[config.mk]
export PLATFORM = sky130hd
export DESIGN_NAME = slicel_cfg_loader_flat
export DESIGN_NICKNAME = d
export VERILOG_FILES = /design/src/rtl/slicel_cfg_loader_if.sv /design/src/rtl/slicel_cfg_loader.sv /design/src/flat_wrapper.sv
export SDC_FILE = /design/constraint.sdc
export NUM_CORES = 1
export LEC_CHECK = 0
export CORE_MARGIN = 4
export CORE_UTILIZATION = 45
export DETAILED_ROUTE_END_ITERATION = 6
export PLACE_DENSITY_LB_ADDON = 0.1
export RECOVER_POWER = 50
export SLEW_MARGIN = 0
export SYNTH_ARGS = -nofsm -noshare
export SYNTH_HDL_FRONTEND = slang
export SYNTH_SLANG_ARGS = --single-unit
export TNS_END_PERCENT = 10
[constraint.sdc]
create_clock -name cclk -period 16.4 [get_ports cclk]
set_clock_uncertainty 0.15 [all_clocks]
set_input_delay 4.92 -clock cclk [delete_from_list [all_inputs] [get_ports cclk]]
set_output_delay 4.92 -clock cclk [all_outputs]
set_load 0.05 [all_outputs]
[src/rtl/slicel_cfg_loader_if.sv]
// rtl/slicel_cfg_loader_if.sv - configuration word stream between a source and the slice loader
interface slicel_cfg_loader_if #(
    parameter int IN_W = 8
);
    logic [IN_W-1:0] cfg_data;
    logic            cfg_valid;
    logic            cfg_last;
    logic            cfg_ready;

    modport master (
        output cfg_data,
        output cfg_valid,
        output cfg_last,
        input  cfg_ready
    );

    modport slave (
        input  cfg_data,
        input  cfg_valid,
        input  cfg_last,
        output cfg_ready
    );
endinterface

[src/rtl/slicel_cfg_loader.sv]
// rtl/slicel_cfg_loader.sv - assembles a slice config image from a word stream and commits it with cen
// Optional trailing XOR checksum word enabled by SLICEL_CFG_CHECKSUM_EN.
module slicel_cfg_loader #(
    parameter int S_XX_BASE = 4,
    parameter int CFG_SIZE  = 2**S_XX_BASE + 1,
    parameter int NUM_LUTS  = 4,
    parameter int IN_W      = 8
) (
    input  logic                           cclk,
    input  logic                           rst,
    input  logic                           start,
    slicel_cfg_loader_if.slave             cfg,
    output logic [NUM_LUTS*2*CFG_SIZE-1:0] luts_config_out,
    output logic                           use_cc_out,
    output logic                           cen,
    output logic                           busy,
    output logic                           done,
    output logic                           err
);
    localparam int LUT_BITS = NUM_LUTS * 2 * CFG_SIZE;
    localparam int TOT_BITS = LUT_BITS + 1;
    localparam int WORDS    = (TOT_BITS + IN_W - 1) / IN_W;
`ifdef SLICEL_CFG_CHECKSUM_EN
    localparam int FRAME_LEN = WORDS + 1;
`else
    localparam int FRAME_LEN = WORDS;
`endif
    localparam int CNT_W = $clog2(FRAME_LEN + 1);

    typedef enum logic [1:0] {
        ST_IDLE,
        ST_LOAD,
        ST_COMMIT,
        ST_ERROR
    } state_t;

    state_t              state_q, state_d;
    logic [CNT_W-1:0]    cnt_q, cnt_d;
    logic [LUT_BITS-1:0] luts_q, luts_d;
    logic                use_cc_q, use_cc_d;
    logic                done_q, done_d;
    logic                final_word;
    logic                sum_ok;
`ifdef SLICEL_CFG_CHECKSUM_EN
    logic [IN_W-1:0]     xor_q, xor_d;
`endif

    assign final_word = (cnt_q == CNT_W'(FRAME_LEN - 1));

    always_comb begin
        int k;
        state_d  = state_q;
        cnt_d    = cnt_q;
        luts_d   = luts_q;
        use_cc_d = use_cc_q;
        done_d   = 1'b0;
        sum_ok   = 1'b1;
        k        = 0;
`ifdef SLICEL_CFG_CHECKSUM_EN
        xor_d    = xor_q;
`endif
        case (state_q)
            ST_IDLE, ST_ERROR: begin
                if (start) begin
                    state_d = ST_LOAD;
                    cnt_d   = '0;
`ifdef SLICEL_CFG_CHECKSUM_EN
                    xor_d   = '0;
`endif
                end
            end
            ST_LOAD: begin
                if (cfg.cfg_valid) begin
`ifdef SLICEL_CFG_CHECKSUM_EN
                    // The checksum word is compared, never stored.
                    sum_ok = (cfg.cfg_data == xor_q);
                    if (cnt_q < CNT_W'(WORDS)) begin
                        xor_d = xor_q ^ cfg.cfg_data;
`endif
                        for (int j = 0; j < IN_W; j++) begin
                            k = int'(cnt_q) * IN_W + j;
                            if (k < LUT_BITS) begin
                                luts_d[k] = cfg.cfg_data[j];
                            end else if (k == LUT_BITS) begin
                                use_cc_d = cfg.cfg_data[j];
                            end
                        end
`ifdef SLICEL_CFG_CHECKSUM_EN
                    end
`endif
                    if (cfg.cfg_last) begin
                        state_d = (final_word && sum_ok) ? ST_COMMIT : ST_ERROR;
                    end else if (final_word) begin
                        state_d = ST_ERROR;
                    end else begin
                        cnt_d = cnt_q + 1'b1;
                    end
                end
            end
            ST_COMMIT: begin
                state_d = ST_IDLE;
                done_d  = 1'b1;
            end
            default: state_d = ST_IDLE;
        endcase
    end

    always_ff @(posedge cclk or posedge rst) begin
        if (rst) begin
            state_q  <= ST_IDLE;
            cnt_q    <= '0;
            luts_q   <= '0;
            use_cc_q <= 1'b0;
            done_q   <= 1'b0;
`ifdef SLICEL_CFG_CHECKSUM_EN
            xor_q    <= '0;
`endif
        end else begin
            state_q  <= state_d;
            cnt_q    <= cnt_d;
            luts_q   <= luts_d;
            use_cc_q <= use_cc_d;
            done_q   <= done_d;
`ifdef SLICEL_CFG_CHECKSUM_EN
            xor_q    <= xor_d;
`endif
        end
    end

    assign cfg.cfg_ready    = (state_q == ST_LOAD);
    assign busy             = (state_q == ST_LOAD) || (state_q == ST_COMMIT);
    assign cen              = (state_q == ST_COMMIT);
    assign err              = (state_q == ST_ERROR);
    assign done             = done_q;
    assign luts_config_out  = luts_q;
    assign use_cc_out       = use_cc_q;
endmodule
[src/flat_wrapper.sv]
// flat-port wrapper written by rule: the top's interface ports become plain ports
module slicel_cfg_loader_flat 
#(
    parameter int S_XX_BASE = 4,
    parameter int CFG_SIZE  = 2**S_XX_BASE + 1,
    parameter int NUM_LUTS  = 4,
    parameter int IN_W      = 8
)
  (cclk, rst, start, luts_config_out, use_cc_out, cen, busy, done, err, cfg_cfg_data, cfg_cfg_valid, cfg_cfg_last, cfg_cfg_ready);
  slicel_cfg_loader_if #(.IN_W(IN_W)) cfg_i ();
  input  logic cclk;
  input  logic rst;
  input  logic start;
  output logic [NUM_LUTS*2*CFG_SIZE-1:0] luts_config_out;
  output logic use_cc_out;
  output logic cen;
  output logic busy;
  output logic done;
  output logic err;
  input wire logic [$bits(cfg_i.cfg_data)-1:0] cfg_cfg_data;
  input wire logic [$bits(cfg_i.cfg_valid)-1:0] cfg_cfg_valid;
  input wire logic [$bits(cfg_i.cfg_last)-1:0] cfg_cfg_last;
  output wire logic [$bits(cfg_i.cfg_ready)-1:0] cfg_cfg_ready;
  assign cfg_i.cfg_data = cfg_cfg_data;
  assign cfg_i.cfg_valid = cfg_cfg_valid;
  assign cfg_i.cfg_last = cfg_cfg_last;
  assign cfg_cfg_ready = cfg_i.cfg_ready;
  slicel_cfg_loader #(.S_XX_BASE(S_XX_BASE), .CFG_SIZE(CFG_SIZE), .NUM_LUTS(NUM_LUTS), .IN_W(IN_W)) u_core (.cclk(cclk), .rst(rst), .start(start), .cfg(cfg_i), .luts_config_out(luts_config_out), .use_cc_out(use_cc_out), .cen(cen), .busy(busy), .done(done), .err(err));
endmodule
==> results.sh, run 1 <==
export IMPL_combPwrFrac_pct=40.9
export IMPL_clkTransAtPathRegs_ns=0.05
export IMPL_slew_limit_headroom_pct=-68.9
export IMPL_grt_ovfl_total=0
export IMPL_core_sq_mm=0.0126
export IMPL_crit_slowest_cell="clkinvlp_2"
export IMPL_hold_violations=0
export IMPL_nets=554
export IMPL_critPathBufInv=3
export IMPL_worst_path_max_fanout=87
export IMPL_crit_type="input pin to async pin"
export IMPL_syn_area_sq_mm=0.00577
export IMPL_die_h_um=121
export IMPL_grt_pass1_vias=3967
export IMPL_regArea_sq_mm=0.00363
export IMPL_grtUsageTotal_pct=20.1
export IMPL_p_clk_share_pct=25.4
export IMPL_numPortBuffers=154
export IMPL_cts_root_buffer="clkbuf_16"
export IMPL_antenna_found_initial=0
export IMPL_worstPathCellList="dlygate4sd3_1 -> clkinvlp_2 -> buf_4"
export IMPL_async_flop_share_pct=100
export IMPL_startpoint_type="input pin"
export IMPL_fin_ws_ns=8.63
export IMPL_die_x_um=121
export IMPL_synthToLayoutAreaGrowth_pct=38.0
export IMPL_max_stage_delay_ns=1.42
export IMPL_yosysWarnings=0
export IMPL_die_area_sq_mm=0.0147
export IMPL_clkLatencyLatePin_ns=0.41
export IMPL_ant_nets=0
export IMPL_ys_seq_area_share_pct=62.9
export IMPL_instances_no_fill=719
export IMPL_ys_types=30
export IMPL_dr_pass1_iters=4
export IMPL_clockBufferDepth=2
export IMPL_initial_utilization_pct=45.9
export IMPL_dp_hpwl_mm=9.72
export IMPL_min_period_ns=7.77
export IMPL_violations="max-capacitance violations, max-slew violations"
export IMPL_netlist_instances=374
export IMPL_mostFrequentLayoutCell="dfrtp_1"
export IMPL_arrival_ns=7.99
export IMPL_num_antenna_cells=0
export IMPL_placed_cells=687
export IMPL_io_pin_count=155
export IMPL_post_route_period_util_pct=47.4
export IMPL_setup_viol=0
export IMPL_cts_sinks=145
export IMPL_p_seq_share_pct=33.7
export IMPL_postCtsResizedCells=0
export IMPL_vdd_ir_drop_max_mv=0.110
export IMPL_synth_edf_count=0
export IMPL_holdBufCountCts=0
export IMPL_vias=3655
export IMPL_total_power_mw=1.43
export IMPL_worstPathRequired_ns=16.62
export IMPL_wl_per_cell_um=19.5
export IMPL_drt_initial_drc_count=153
export IMPL_pre_cts_ws_ns=9.30
export IMPL_maxCapViolCount=2
export IMPL_intPower_uw=854
export IMPL_vias_per_cell=5.08
export IMPL_syn_nets=394
export IMPL_drive_gt1_share_pct=30.9
export IMPL_num_rows=41
export IMPL_slew_violations=61
export IMPL_nFillCells=1004
export IMPL_cts_tree="built"
export IMPL_grt_pass1_wl_mm=22.1
export IMPL_status="complete, but fails checks"
export IMPL_switching_share_pct=40.2
export IMPL_wl_mm=14.0
export IMPL_worst_pin_slew_ns=2.52
export IMPL_numCtsBuffers=17
export IMPL_synth_ff_type="dfrtp_1"
export IMPL_cpLargestDelayFamily="buffers and inverters"
export IMPL_fin_tns_setup_ns=0
export IMPL_p_per_area_mw_per_mm2=179
export IMPL_gp_congestion=0.780
export IMPL_remaining_drc_errors=0
export IMPL_cp_end_kind="async pin"
export IMPL_leakage_nw=3.77
export IMPL_grt_start_max_net_pins=88
export IMPL_hp_class="register to register"
export IMPL_syn_area_per_cell_sq_um=15.4
export IMPL_multi_input_area_sq_mm=0.00197
export IMPL_cts_setup_buffers=0
export IMPL_p_switching_uw=573
export IMPL_cts_max_level=4
export IMPL_layout_common_cells="145 x dfrtp_1, 129 x mux2_2, 106 x clkdlybuf4s50_1"
export IMPL_synth_seq_cells=145
export IMPL_clock_fmax_mhz=129
export IMPL_grt_setup_unrepaired="false"
kinds of logic (layout without fill, tap and decap cells):
logic type,Yosys count,count (layout),share of synthesized area (%)
compound gates,11,11,1.69
flops,145,145,62.9
buf+inv,23,196,1.71
xor+xnor,2,2,0.304
fa+ha+maj,7,7,1.52
simple gates,48,48,4.47
mux,138,138,27.4
state kept, by name (all words and copies together), names as in the netlist:
signal,cells
u_core.cnt_q,5
u_core.done,1
u_core.luts_config_out,136
u_core.state_q,2
u_core.use_cc_out,1
per-layer routing:
| layer | GRT usage, % | share of wire, % | vias up |
|---|---|---|---|
| met4 | 7.70 | 1.8 | 0 |
| met3 | 6.57 | 6.3 | 19 |
| li1 | - | - | 1645 |
| met1 | 25.8 | 43 | 1880 |
| met2 | 31.9 | 49 | 111 |
| met5 | 0 | 0 | - |
power by group through the flow:
stage	combinational [mW]	sequential [mW]	clock, mW
finish	0.584	0.481	0.362
global route	0.611	0.491	0.386
CTS	0.618	0.483	0.370
detailed placement	0.616	0.489	0
global placement	0.609	0.486	0
floorplan	0.170	0.735	0
final timing paths:
kind                                            start                         end  slack [ns]  depth (start not counted)
setup / recovery                                  rst  u_core.luts_config_out[72]        8.63                          3
hold / removal             u_core.luts_config_out[13]  u_core.luts_config_out[13]        0.35                          1
setup reg to reg                      u_core.cnt_q[1]             u_core.cnt_q[2]       13.41                          6
hold reg to reg            u_core.luts_config_out[13]  u_core.luts_config_out[13]        0.35                          1
max in group cclk                   u_core.state_q[1]               cfg_cfg_ready        9.12                          3
min in group asynchronous                         rst           u_core.use_cc_out        5.50                          2
Yosys cell counts, types with 6 or more instances:
cell type	instances	area (sq um)
clkbuf_1	10	37.5
dfrtp_1	145	3630
ha_1	7	87.6
inv_1	9	33.8
mux2_2	129	1450
mux2_4	8	120
nand2_1	9	33.8
nand3_1	6	30.0
nor2_1	8	30.0
nor2_2	12	75.1
per-stage QoR:
| step | util [%] | area [sq um] | hold WS, ns |
|---|---|---|---|
| final | 63.4 | 7970 | 0.348 |
| after global routing | 63.4 | 7970 | 0.361 |
| after CTS | 64.0 | 8040 | 0.356 |
| after detailed placement | 59.5 | 7470 | 0.344 |
| after global placement | 59.5 | 7470 | 0.339 |
| after floorplan | - | 5770 | 0.388 |
layout make-up:
cell class                      count  share of cell area, %
Clock buffer                       22                   6.08
Clock inverter                     10                   1.05
Inverter                            9                  0.440
Multi-Input combinational cell    206                   24.7
Sequential cell                   145                   45.6
Tap cell                          172                   2.70
Timing Repair Buffer              155                   19.4
Note: power is estimated with default switching activity, not from simulation.
==> inputs of run 2 (changes only) <==
==> constraint.sdc (replaced) <==
create_clock -name cclk -period 7.91 [get_ports cclk]
set_clock_uncertainty 0.15 [all_clocks]
set_input_delay 2.373 -clock cclk [delete_from_list [all_inputs] [get_ports cclk]]
set_output_delay 2.373 -clock cclk [all_outputs]
set_load 0.05 [all_outputs]
==> run 2 against run 1 <==
  * The run still ends with max-capacitance violations, max-slew violations left
  * Cell count shrank 0.28%
  * First-iteration DRC count grew 7.2%
  * Routed wire length grew 0.46%
  * Utilization grew 0.12 points
  * Setup slack lost 6.4 ns
  * Sequential power grew 110%
  * Sequential share of layout area shrank 0.086 points
==> results.sh, run 2 (same netlist as run 1, synthesis figures left out) <==
export IMPL_clockBufferDepth=2
export IMPL_ant_nets=0
export IMPL_status="complete, but fails checks"
export IMPL_cts_sinks=145
export IMPL_clock_fmax_mhz=177
export IMPL_hold_violations=0
export IMPL_wl_per_cell_um=19.6
export IMPL_numCtsBuffers=17
export IMPL_slew_violations=89
export IMPL_worstPathRequired_ns=8.22
export IMPL_die_area_sq_mm=0.0147
export IMPL_wl_met3_um=884
export IMPL_dp_hpwl_mm=9.64
export IMPL_core_sq_mm=0.0126
export IMPL_vdd_ir_drop_max_mv=0.193
export IMPL_rr_startpoint="u_core.cnt_q[1]"
export IMPL_fin_tns_setup_ns=0
export IMPL_grt_ovfl_total=0
export IMPL_grt_setup_unrepaired="false"
export IMPL_largest_reg_flops=136
export IMPL_drt_met1_wl_mm=6.30
export IMPL_gp_congestion=0.759
export IMPL_antenna_found_initial=0
export IMPL_holdBufCountCts=0
export IMPL_num_rows=41
export IMPL_setup_viol=0
export IMPL_wl_mm=14.1
export IMPL_grt_pass1_vias=3817
export IMPL_nets=554
export IMPL_worst_pin_slew_ns=3.78
export IMPL_numPortBuffers=154
export IMPL_cp_end_kind="async pin"
export IMPL_initial_utilization_pct=45.9
export IMPL_startpoint_type="input pin"
export IMPL_startpoint="rst"
export IMPL_synthToLayoutAreaGrowth_pct=38.3
export IMPL_total_power_mw=2.99
export IMPL_grt_start_max_net_pins=89
export IMPL_cts_setup_buffers=0
export IMPL_top_layer="met4"
export IMPL_clkLatencyLatePin_ns=0.41
export IMPL_grt_pass1_wl_mm=21.7
export IMPL_io_pin_count=155
export IMPL_worst_path_max_fanout=88
export IMPL_grtUsageTotal_pct=19.8
export IMPL_fin_util_pct=63.5
export IMPL_maxCapViolCount=1
export IMPL_remaining_drc_errors=0
export IMPL_min_period_ns=5.66
export IMPL_leakage_nw=3.76
export IMPL_cts_max_level=4
export IMPL_arrival_ns=5.97
export IMPL_worstHoldStart="u_core.luts_config_out[24]"
export IMPL_dr_pass1_iters=4
export IMPL_mostFrequentLayoutCell="dfrtp_1"
export IMPL_nFillCells=1002
export IMPL_drt_initial_drc_count=164
export IMPL_slew_limit_headroom_pct=-153
export IMPL_vias=3618
export IMPL_hp_class="register to register"
export IMPL_layout_common_cells="145 x dfrtp_1, 129 x mux2_2, 111 x clkdlybuf4s50_1"
export IMPL_die_h_um=121
export IMPL_die_x_um=121
export IMPL_num_antenna_cells=0
export IMPL_drive_gt1_share_pct=30.8
export IMPL_cts_root_buffer="clkbuf_16"
export IMPL_violations="max-capacitance violations, max-slew violations"
export IMPL_postCtsResizedCells=0
export IMPL_clkTransAtPathRegs_ns=0.06
export IMPL_post_route_period_util_pct=71.5
export IMPL_vias_per_cell=5.05
export IMPL_crit_type="input pin to async pin"
export IMPL_p_per_area_mw_per_mm2=375
export IMPL_cts_tree="built"
export IMPL_met2WireLength_mm=6.74
run 2: cell count changes in the layout (fill, tap and decap cells not counted):
| cell | previous run | this run |
|---|---|---|
| nor2_1 | 18 | 14 |
| nor2_2 | 2 | 6 |
| clkinv_4 | 1 | 0 |
| dlygate4sd3_1 | 48 | 43 |
| clkinvlp_4 | 2 | 1 |
| clkinv_2 | 6 | 2 |
| bufinv_16 | 1 | 2 |
| clkdlybuf4s50_1 | 106 | 111 |
| clkbuf_1 | 1 | 4 |
run 2: per-layer routing:
layer	vias to the layer above	track usage (%)
met5	-	0
met4	0	6.72
met3	12	6.76
met2	106	31.2
met1	1868	25.8
li1	1632	-
run 2: final cells by class:
class | count | area, sq um | area share (%)
clock buffers | 25 | 495 | 6.21
clock inverters | 5 | 77.6 | 0.972
inverters | 9 | 35.0 | 0.439
multi-input cells | 206 | 1980 | 24.8
flip-flops and latches | 145 | 3630 | 45.5
well taps | 172 | 215 | 2.70
repair buffers | 155 | 1550 | 19.4
run 2: path summary, 6_finish.rpt:
| check | slack, ns | cells after the start | end |
|---|---|---|---|
| max in group cclk | 3.19 | 3 | cfg_cfg_ready |
| setup reg to reg | 5.07 | 6 | u_core.cnt_q[2] |
| hold reg to reg | 0.35 | 1 | u_core.luts_config_out[24] |
| setup / recovery | 2.25 | 3 | u_core.luts_config_out[2] |
| hold / removal | 0.35 | 1 | u_core.luts_config_out[24] |
| min in group asynchronous | 3.38 | 2 | u_core.luts_config_out[77] |
run 2: power breakdown:
group | internal [mW] | total [mW] | switching [mW]
Clock | 0.493 | 0.780 | 0.286
Sequential | 0.904 | 0.995 | 0.0917
Combinational | 0.409 | 1.21 | 0.805
run 2: critical path, stage by stage:
cell and delay, ns:
dlygate4sd3_1 0.55, clkinvlp_2 2.11, buf_4 0.87
run 2: metrics by stage:
| step | area [sq um] | hold WS (ns) | cells | setup slack [ns] |
|---|---|---|---|---|
| after floorplan | 5770 | 0.388 | 374 | 1.49 |
| after global placement | 7470 | 0.338 | 687 | 3.40 |
| after detailed placement | 7470 | 0.343 | 687 | 3.33 |
| after CTS | 8050 | 0.355 | 717 | 3.12 |
| after global routing | 7980 | 0.357 | 717 | 1.57 |
| final | 7980 | 0.345 | 717 | 2.25 |
==> inputs of run 3 (changes only) <==
==> constraint.sdc (replaced) <==
create_clock -name cclk -period 5.73 [get_ports cclk]
set_clock_uncertainty 0.15 [all_clocks]
set_input_delay 1.719 -clock cclk [delete_from_list [all_inputs] [get_ports cclk]]
set_output_delay 1.719 -clock cclk [all_outputs]
set_load 0.05 [all_outputs]
==> run 3 against run 2 <==
  * The flow still finishes with violations (max-capacitance violations, max-slew violations)
  * Combinational power increased by 44%
  * Register-to-register slack got worse by 2.4 ns
  * Clock power increased by 50%
  * Via count increased by 0.86%
  * Setup slack got worse by 0.61 ns
  * Count of clock-buffer cells in the layout decreased by 2
  * Global-route usage increased by 0.11 points
  * Die area unchanged
  * Non-clock buffer count unchanged
  * Critical path depth unchanged
  * Critical path type is now register to output pin
  * Critical endpoint is now cfg_cfg_ready
  * Largest power group unchanged
  * Highest routed layer unchanged
==> results.sh, run 3 (same netlist as run 1, synthesis figures left out) <==
export IMPL_nFillCells=964
export IMPL_multi_input_area_sq_mm=0.00201
export IMPL_grtUsageTotal_pct=19.9
export IMPL_cts_max_level=4
export IMPL_vias_per_cell=5.08
export IMPL_status="complete, but fails checks"
export IMPL_remaining_drc_errors=0
export IMPL_max_stage_delay_ns=0.89
export IMPL_ant_nets=0
export IMPL_cts_root_buffer="clkbuf_16"
export IMPL_nets=554
export IMPL_grt_ovfl_total=0
export IMPL_fin_tns_setup_ns=0
export IMPL_dp_hpwl_mm=9.50
export IMPL_cpLargestDelayFamily="buffers and inverters"
export IMPL_initial_utilization_pct=45.9
export IMPL_wl_mm=14.0
export IMPL_drt_initial_drc_count=172
export IMPL_clockBufferDepth=2
export IMPL_leakage_nw=3.73
export IMPL_numPortBuffers=154
export IMPL_cts_sinks=145
export IMPL_crit_type="register to output pin"
export IMPL_postCtsResizedCells=0
export IMPL_grt_pass1_wl_mm=22.0
export IMPL_clkLatencyLatePin_ns=0.41
export IMPL_synthToLayoutAreaGrowth_pct=39.9
export IMPL_largest_reg_flops=136
export IMPL_drive_gt1_share_pct=32.7
export IMPL_vdd_ir_drop_max_mv=0.354
export IMPL_worstHoldStart="u_core.luts_config_out[128]"
export IMPL_min_period_ns=4.09
export IMPL_num_rows=41
export IMPL_p_per_area_mw_per_mm2=531
export IMPL_worst_pin_slew_ns=1.98
export IMPL_crit_slowest_cell="clkdlybuf4s50_1"
export IMPL_clkTransAtPathRegs_ns=0.06
export IMPL_violations="max-capacitance violations, max-slew violations"
export IMPL_hold_violations=0
export IMPL_regArea_sq_mm=0.00363
export IMPL_grt_setup_unrepaired="false"
export IMPL_holdBufCountCts=0
export IMPL_clock_fmax_mhz=245
export IMPL_holdWs_ns=0.350
export IMPL_worstPathCellList="inv_1 -> ha_1 -> clkdlybuf4s50_1"
export IMPL_num_antenna_cells=0
export IMPL_startpoint="u_core.state_q[1]"
export IMPL_numCtsBuffers=17
export IMPL_hp_class="register to register"
export IMPL_rr_startpoint="u_core.cnt_q[1]"
export IMPL_worstPathRequired_ns=3.86
export IMPL_layout_common_cells="150 x clkdlybuf4s50_1, 145 x dfrtp_1, 128 x mux2_2"
export IMPL_slew_violations=152
export IMPL_antenna_found_initial=0
export IMPL_vias=3649
export IMPL_slew_limit_headroom_pct=-32.1
export IMPL_cts_tree="built"
export IMPL_die_x_um=121
export IMPL_gp_congestion=0.767
export IMPL_cts_setup_buffers=0
export IMPL_total_power_mw=4.29
export IMPL_die_h_um=121
export IMPL_io_pin_count=155
export IMPL_arrival_ns=2.22
export IMPL_dr_pass1_iters=4
export IMPL_grt_pass1_vias=3962
export IMPL_startpoint_type="register"
export IMPL_worst_path_max_fanout=14
export IMPL_critPathBufInv=2
export IMPL_setup_viol=0
export IMPL_maxCapViolCount=2
export IMPL_grt_start_max_net_pins=146
export IMPL_wl_per_cell_um=19.5
export IMPL_core_sq_mm=0.0126
export IMPL_post_route_period_util_pct=71.3
export IMPL_die_area_sq_mm=0.0147
export IMPL_cp_end_kind="output pin"
export IMPL_mostFrequentLayoutCell="clkdlybuf4s50_1"
run 3: layer usage:
metal	global-route usage, %	up-vias	share of wire [%]
met1	25.3	1889	43
met5	0	-	0
met4	7.63	0	1.8
li1	-	1634	-
met3	6.20	18	6.4
met2	32.1	108	49
run 3: power by group:
group	internal [mW]	leakage [nW]	switching [mW]
Clock	0.763	0.303	0.411
Combinational	0.619	1.47	1.12
Sequential	1.25	1.95	0.134
Total	2.63	3.73	1.66
run 3: cell type report:
type                            count  area share, %
Sequential cell                   145           44.9
Multi-Input combinational cell    206           24.9
Timing Repair Buffer              155           19.2
Clock buffer                       23           5.92
Tap cell                          172           2.67
Clock inverter                      9           1.91
Inverter                            9          0.465
run 3: path summary, 6_finish.rpt:
check                                               to  slack, ns  depth (start not counted)
max                                      cfg_cfg_ready       1.64                          3
min                        u_core.luts_config_out[128]       0.35                          1
max reg2reg                            u_core.cnt_q[2]       2.72                          6
min reg2reg                u_core.luts_config_out[128]       0.35                          1
max in group asynchronous  u_core.luts_config_out[107]       1.81                          3
min in group asynchronous   u_core.luts_config_out[10]       2.29                          3
run 3: through the flow:
step / setup WS (ns) / std cells / area, sq um / util [%]
after global routing: 1.52 / 719 / 8070 / 64.2
after floorplan: 2.04 / 374 / 5770 / -
after global placement: 1.86 / 687 / 7490 / 59.6
final: 1.64 / 719 / 8070 / 64.2
after CTS: 1.57 / 719 / 8120 / 64.6
after detailed placement: 1.81 / 687 / 7490 / 59.6
